<file path="config.mk">
export PLATFORM = sky130hd
export DESIGN_NAME = req_arbiter4
export DESIGN_NICKNAME = d
export VERILOG_FILES = /design/src/rtl/req_arbiter4_pkg.sv /design/src/rtl/rr_pick4.sv /design/src/rtl/req_arbiter4.sv
export SDC_FILE = /design/constraint.sdc
export NUM_CORES = 1
export LEC_CHECK = 0
export ABC_CLOCK_PERIOD_IN_PS = 5700
export BUFFER_PORTS_ARGS = -buffer_cell sky130_fd_sc_hd__buf_4
export CORE_UTILIZATION = 58
export CTS_CLUSTER_DIAMETER = 40
export CTS_CLUSTER_SIZE = 8
export DETAILED_ROUTE_END_ITERATION = 16
export PLACE_DENSITY = 0.87
export SETUP_SLACK_MARGIN = 0.4
export SLEW_MARGIN = 30
export SYNTH_ARGS = -nofsm -noshare
export SYNTH_HDL_FRONTEND = slang
export SYNTH_HIERARCHICAL = 1
export SYNTH_SLANG_ARGS = --single-unit
</file>
<file path="constraint.sdc">
create_clock -name i_clk -period 5.7 [get_ports i_clk]
set_input_delay 0.285 -clock i_clk [delete_from_list [all_inputs] [get_ports i_clk]]
set_output_delay 0.285 -clock i_clk [all_outputs]
set_load 0.02 [all_outputs]
</file>
<file path="src/rtl/req_arbiter4_pkg.sv">
// Purpose: shared definitions for the 4-requester arbiter.
//   - state_e      : arbiter FSM states (IDLE / GRANT / GAP)
//   - REQ_N        : number of requesters
//   - idx_to_onehot: encoded requester index -> one-hot grant vector
package req_arbiter4_pkg;

  localparam int REQ_N = 4;

  typedef enum logic [1:0] {
    ST_IDLE  = 2'd0,
    ST_GRANT = 2'd1,
    ST_GAP   = 2'd2
  } state_e;

  function automatic logic [REQ_N-1:0] idx_to_onehot(input logic [1:0] idx);
    idx_to_onehot = {{(REQ_N-1){1'b0}}, 1'b1} << idx;
  endfunction

endpackage

</file>
<file path="src/rtl/rr_pick4.sv">
// Purpose: combinational winner selection for the 4-requester arbiter.
// Ports:
//   i_req  [3:0] request vector
//   i_ptr  [1:0] round-robin start position (ignored in fixed mode)
//   i_mode       0 = fixed priority (req[3] highest), 1 = round-robin from i_ptr
//   o_idx  [1:0] winning requester index (don't-care when o_any = 0)
//   o_any        at least one request present
module rr_pick4
  import req_arbiter4_pkg::*;
(
  input  logic [REQ_N-1:0] i_req,
  input  logic [1:0]       i_ptr,
  input  logic             i_mode,
  output logic [1:0]       o_idx,
  output logic             o_any
);

  logic [2*REQ_N-1:0] w_dbl;
  logic [REQ_N-1:0]   w_rot;
  logic [1:0]         w_fix_idx;
  logic [1:0]         w_rot_idx;

  // Rotate so that bit 0 of w_rot is the requester at i_ptr.
  assign w_dbl = {i_req, i_req};
  assign w_rot = w_dbl[i_ptr +: REQ_N];

  // Fixed priority: highest set index wins.
  always_comb begin
    w_fix_idx = 2'd0;
    casez (i_req)
      4'b1???: w_fix_idx = 2'd3;
      4'b01??: w_fix_idx = 2'd2;
      4'b001?: w_fix_idx = 2'd1;
      default: w_fix_idx = 2'd0;
    endcase
  end

  // Round-robin: lowest set bit of the rotated vector is the first one met scanning from i_ptr.
  always_comb begin
    w_rot_idx = 2'd0;
    casez (w_rot)
      4'b???1: w_rot_idx = 2'd0;
      4'b??10: w_rot_idx = 2'd1;
      4'b?100: w_rot_idx = 2'd2;
      default: w_rot_idx = 2'd3;
    endcase
  end

  // Un-rotate: 2-bit addition wraps modulo 4.
  assign o_idx = i_mode ? (i_ptr + w_rot_idx) : w_fix_idx;
  assign o_any = |i_req;

endmodule

</file>
<file path="src/rtl/req_arbiter4.sv">
// Purpose: 4-requester arbiter sharing one downstream resource, with selectable
//   fixed-priority / round-robin pick, bounded grant hold and a one-cycle turnaround gap.
// Ports:
//   i_clk, i_rst      clock, synchronous active-high reset
//   i_en              enable; low blocks new grants and releases the active one
//   i_mode            0 = fixed priority, 1 = round-robin (sampled at pick only)
//   i_req  [3:0]      request vector
//   o_gnt  [3:0]      one-hot registered grant
//   o_gnt_idx [1:0]   encoded grant index, holds last value when no grant
//   o_gnt_valid       high iff o_gnt != 0
//   o_timeout         one-cycle pulse when a grant was force-released at MAX_HOLD
module req_arbiter4
  import req_arbiter4_pkg::*;
#(
  parameter int MAX_HOLD = 8,
  parameter int CNT_W    = 4
) (
  input  logic             i_clk,
  input  logic             i_rst,
  input  logic             i_en,
  input  logic             i_mode,
  input  logic [REQ_N-1:0] i_req,
  output logic [REQ_N-1:0] o_gnt,
  output logic [1:0]       o_gnt_idx,
  output logic             o_gnt_valid,
  output logic             o_timeout
);

  state_e           r_state;
  logic [REQ_N-1:0] r_gnt;
  logic [1:0]       r_gnt_idx;
  logic             r_gnt_valid;
  logic             r_timeout;
  logic [1:0]       r_rr_ptr;
  logic [CNT_W-1:0] r_hold_cnt;

  state_e           w_state_nxt;
  logic [REQ_N-1:0] w_gnt_nxt;
  logic [1:0]       w_gnt_idx_nxt;
  logic             w_gnt_valid_nxt;
  logic             w_timeout_nxt;
  logic [1:0]       w_rr_ptr_nxt;
  logic [CNT_W-1:0] w_hold_cnt_nxt;

  logic [1:0]       w_pick_idx;
  logic             w_pick_any;
  logic             w_req_held;
  logic             w_at_limit;
  logic             w_release;
  logic             w_forced;

  rr_pick4 u_pick (
    .i_req  (i_req),
    .i_ptr  (r_rr_ptr),
    .i_mode (i_mode),
    .o_idx  (w_pick_idx),
    .o_any  (w_pick_any)
  );

  // hold_cnt counts completed grant cycles minus one, so the limit is MAX_HOLD-1.
  assign w_req_held = i_req[r_gnt_idx];
  assign w_at_limit = (r_hold_cnt == CNT_W'(MAX_HOLD - 1));
  assign w_release  = !w_req_held || w_at_limit || !i_en;
  // Only a release caused purely by the hold limit reports a timeout.
  assign w_forced   = w_req_held && i_en && w_at_limit;

  // Next-state and next-output logic for the arbiter FSM.
  always_comb begin
    w_state_nxt     = r_state;
    w_gnt_nxt       = r_gnt;
    w_gnt_idx_nxt   = r_gnt_idx;
    w_gnt_valid_nxt = r_gnt_valid;
    w_timeout_nxt   = 1'b0;
    w_rr_ptr_nxt    = r_rr_ptr;
    w_hold_cnt_nxt  = r_hold_cnt;
    case (r_state)
      ST_IDLE: begin
        if (i_en && w_pick_any) begin
          w_state_nxt     = ST_GRANT;
          w_gnt_nxt       = idx_to_onehot(w_pick_idx);
          w_gnt_idx_nxt   = w_pick_idx;
          w_gnt_valid_nxt = 1'b1;
          w_hold_cnt_nxt  = {CNT_W{1'b0}};
        end else begin
          w_gnt_nxt       = {REQ_N{1'b0}};
          w_gnt_valid_nxt = 1'b0;
        end
      end
      ST_GRANT: begin
        if (w_release) begin
          w_state_nxt     = ST_GAP;
          w_gnt_nxt       = {REQ_N{1'b0}};
          w_gnt_valid_nxt = 1'b0;
          w_timeout_nxt   = w_forced;
          w_rr_ptr_nxt    = r_gnt_idx + 2'd1;
        end else if (r_hold_cnt != CNT_W'(MAX_HOLD)) begin
          w_hold_cnt_nxt  = r_hold_cnt + CNT_W'(1);
        end else begin
          w_hold_cnt_nxt  = r_hold_cnt;
        end
      end
      ST_GAP: begin
        w_state_nxt     = ST_IDLE;
        w_gnt_nxt       = {REQ_N{1'b0}};
        w_gnt_valid_nxt = 1'b0;
      end
      default: begin
        w_state_nxt     = ST_IDLE;
        w_gnt_nxt       = {REQ_N{1'b0}};
        w_gnt_valid_nxt = 1'b0;
      end
    endcase
  end

  // State and output registers with synchronous reset.
  always_ff @(posedge i_clk) begin
    if (i_rst) begin
      r_state     <= ST_IDLE;
      r_gnt       <= {REQ_N{1'b0}};
      r_gnt_idx   <= 2'd0;
      r_gnt_valid <= 1'b0;
      r_timeout   <= 1'b0;
      r_rr_ptr    <= 2'd0;
      r_hold_cnt  <= {CNT_W{1'b0}};
    end else begin
      r_state     <= w_state_nxt;
      r_gnt       <= w_gnt_nxt;
      r_gnt_idx   <= w_gnt_idx_nxt;
      r_gnt_valid <= w_gnt_valid_nxt;
      r_timeout   <= w_timeout_nxt;
      r_rr_ptr    <= w_rr_ptr_nxt;
      r_hold_cnt  <= w_hold_cnt_nxt;
    end
  end

  assign o_gnt       = r_gnt;
  assign o_gnt_idx   = r_gnt_idx;
  assign o_gnt_valid = r_gnt_valid;
  assign o_timeout   = r_timeout;

endmodule

</file>
==> flow_summary.yaml <==
outcome:
  status: "finished, violations left"
  violations: "DRC"
die:
  die_area_mm2: 0.00190
  die_y_um: 43.5
  die_w_um: 43.5
  rows: 14
  top_level_ports: 16
  initial_core_util: 0.642
  core_area_mm2: 0.00156
cts:
  clk_latency_ns: 0.30
  cts_resized: 0
  clock_path_buffers: 2
  cts_buffers: 3
  cts-root-buf: "clkbuf_4"
  htreeDepth: 1
  cts_tree: "yes"
  post_cts_buffers: 0
  cts.clk_slew.worst_paths_ns: 0.10
  cts_hold_repair.buffers: 0
  clock-sinks: 16
timing:
  rsz0062_at_grt: "false"
  min_period_over_period: 0.370
  finalSetupViolations: 0
  slew_violations: 0
  hold_viol_final: 0
  whs_ns: 0.232
  worstMarginPinSlew_ns: 0.368
  tns_ns: 0
  finalClockSkew_ns: 0.00837
  fmaxAchievable_mhz: 474
  relSlewSlack: 0.752
  period_needed_ns: 2.11
  setup_ws_ns: 3.59
critical_path:
  worstPathBufferInverterCount: 1
  worstSetupPathType: "flop to flop"
  crit_top_cell: "a21oi_1"
  critical_path_required_ns: 5.89
  start_kind: "flop"
  crit_path_max_incr_delay_ns: 0.49
  end_kind: "flop"
  cp_max_fo: 10
  critPathTopFamily: "compound AO/OA/AOI/OAI gates"
  cp_cell_sequence: "nand2b_1, a21oi_1, a311oi_1, a21oi_1, ha_1, a221o_1, o211ai_2, inv_1, a32o_1"
  slowest_stage: "dfxtp_1"
  critical_path_arrival_ns: 2.29
placed_design:
  dpl.hpwl_mm: 1.56
  io_buffer_count: 15
  dp_slack_ns: 3.63
  gp_congestion: 0.872
global_routing:
  grt_use_met1: 0.324
  grt_util_all_layers: 0.256
  met2_usage: 0.412
  grt_max_degree: 12
  antenna_found_initial: 0
  busiest_layer: "met2"
  use_met3: 0.0750
  grt-ovfl-total: 0
  grt_first_pass_wirelength_mm: 3.62
  grt_pass1_vias: 835
routing:
  dr.pass1.iters: 10
  first_iter_violations: 43
  via_per_inst: 6.27
  wirelength_mm: 2.06
  ant_nets: 0
  vias: 909
  drc_errors: 2
  routedWlPerCell_um: 14.2
pwr:
  power.density_mw_per_mm2: 227
  ir_drop_v: 0.000192
  total_power_mw: 0.259
  p_leak_nw: 0.473
logic_synthesis:
  synth-edff-count: 0
  syn_nets: 124
  ys_seq_area_frac: 0.320
  avgSynthCellArea_um2: 8.86
  ys_warn_count: 6
  synth.top_cell.area_share: 0.320
  synth_cells: 113
  ys_types: 44
  synth-async-reset-ratio: 0
  yosys-top-cells-area: "dfxtp_1 (32%), nand2_1 (4.9%), nor2_1 (4.5%)"
  synth_ff_type: "dfxtp_1"
  ys_ff_latch: 16
  netlist_area_mm2: 0.00100
  synth_area_leader_cell: "dfxtp_1"
layout:
  drive_above_1_share: 0.256
  syn2layout_area_growth_pct: 13.9
  fill_cells: 114
  n_antenna_cell: 0
  nets: 141
run:
  maxCapViolations: 0
worst_hold_path:
  min_path_type: "input pin to flop"
## metal layers
layer  vias to the layer above  wire, µm
li1                        455         -
met1                       420       961
met2                        30       966
met3                         4        98
met4                         0        31
met5                         -         0
## power by group
part	switching (mW)	internal [mW]	total, mW
combinational	0.0326	0.0269	0.0595
sequential	0.00632	0.117	0.123
clock	0.0371	0.0390	0.0760
## worst paths after layout
path                             startpoint     endpoint  slack [ns]  cells past startpoint
worst max-delay path            r_rr_ptr[1]     o_gnt[0]        3.59                      9
worst max register to register  r_rr_ptr[1]     o_gnt[0]        3.59                      9
worst min-delay path                  i_rst   r_state[0]        0.23                      2
worst min register to register  o_gnt_valid  o_gnt_valid        0.46                      1
## worst reg2reg max path: stages (launching register included)
cell and delay, ns:
dfxtp_1 0.49, nand2b_1 0.15, a21oi_1 0.07, a311oi_1 0.25, a21oi_1 0.07, ha_1 0.21, a221o_1 0.29, o211ai_2 0.10
inv_1 0.11, a32o_1 0.26
## synth_stat cells (2+ instances only)
cell and number:
o22ai_1 2, a21oi_1 8, dfxtp_1 16, or4_1 2
nand2_1 13, nand2b_1 2, nor2_1 12, a211oi_1 2
a32o_1 4, o21ai_0 3, o211ai_1 3, ha_1 3
a31oi_1 2, mux2_4 2, nand4_1 2, inv_1 7
and2b_2 2, nand3b_1 2
## final cells by class
cell class / instances / area (µm²) / share of cell area
Clock buffer: 4 / 36.3 / 0.0318
Tap cell: 16 / 20.0 / 0.0176
Multi-Input combinational cell: 87 / 624 / 0.548
Timing Repair Buffer: 15 / 113 / 0.0988
Sequential cell: 16 / 320 / 0.281
Inverter: 7 / 26.3 / 0.0231
## logic make-up (layout without fill, tap and decap cells)
| family | after synthesis | in the layout | synth area share |
|---|---|---|---|
| simple gates | 45 | 45 | 0.255 |
| mux | 4 | 4 | 0.0513 |
| flops | 16 | 16 | 0.320 |
| fa+ha+maj | 3 | 3 | 0.0375 |
| buf+inv | 10 | 26 | 0.0562 |
| compound gates | 34 | 34 | 0.271 |
| xor+xnor | 1 | 1 | 0.00875 |
## placed cells by master (no fill, tap or decap), types with 2 or more instances in the layout
master / synthesis / routed
a211oi_1: 2 / 2
a21oi_1: 8 / 8
a31oi_1: 2 / 2
a32o_1: 4 / 4
and2b_2: 2 / 2
buf_4: 0 / 15
clkbuf_4: 0 / 3
dfxtp_1: 16 / 16
ha_1: 3 / 3
inv_1: 7 / 7
mux2_4: 2 / 2
nand2_1: 13 / 13
nand2b_1: 2 / 2
nand3b_1: 2 / 2
nand4_1: 2 / 2
nor2_1: 12 / 12
o211ai_1: 3 / 3
o21ai_0: 3 / 3
o22ai_1: 2 / 2
or4_1: 2 / 2
## sequential cells by signal, indices dropped and copies added (netlist names)
register     flops
r_state          2
r_rr_ptr         2
o_gnt_valid      1
o_gnt_idx        2
r_hold_cnt       4
o_timeout        1
o_gnt            4
## through the flow
| stage | utilization | cells | instance area (µm²) |
|---|---|---|---|
| 6_report | 0.731 | 145 | 1140 |
| 2_1_floorplan | - | 113 | 1000 |
| 3_3_place_gp | 0.708 | 141 | 1100 |
| 4_1_cts | 0.731 | 145 | 1140 |
| 5_1_grt | 0.731 | 145 | 1140 |
| 3_5_place_dp | 0.708 | 141 | 1100 |
Note: power is estimated with default switching activity, not from simulation.
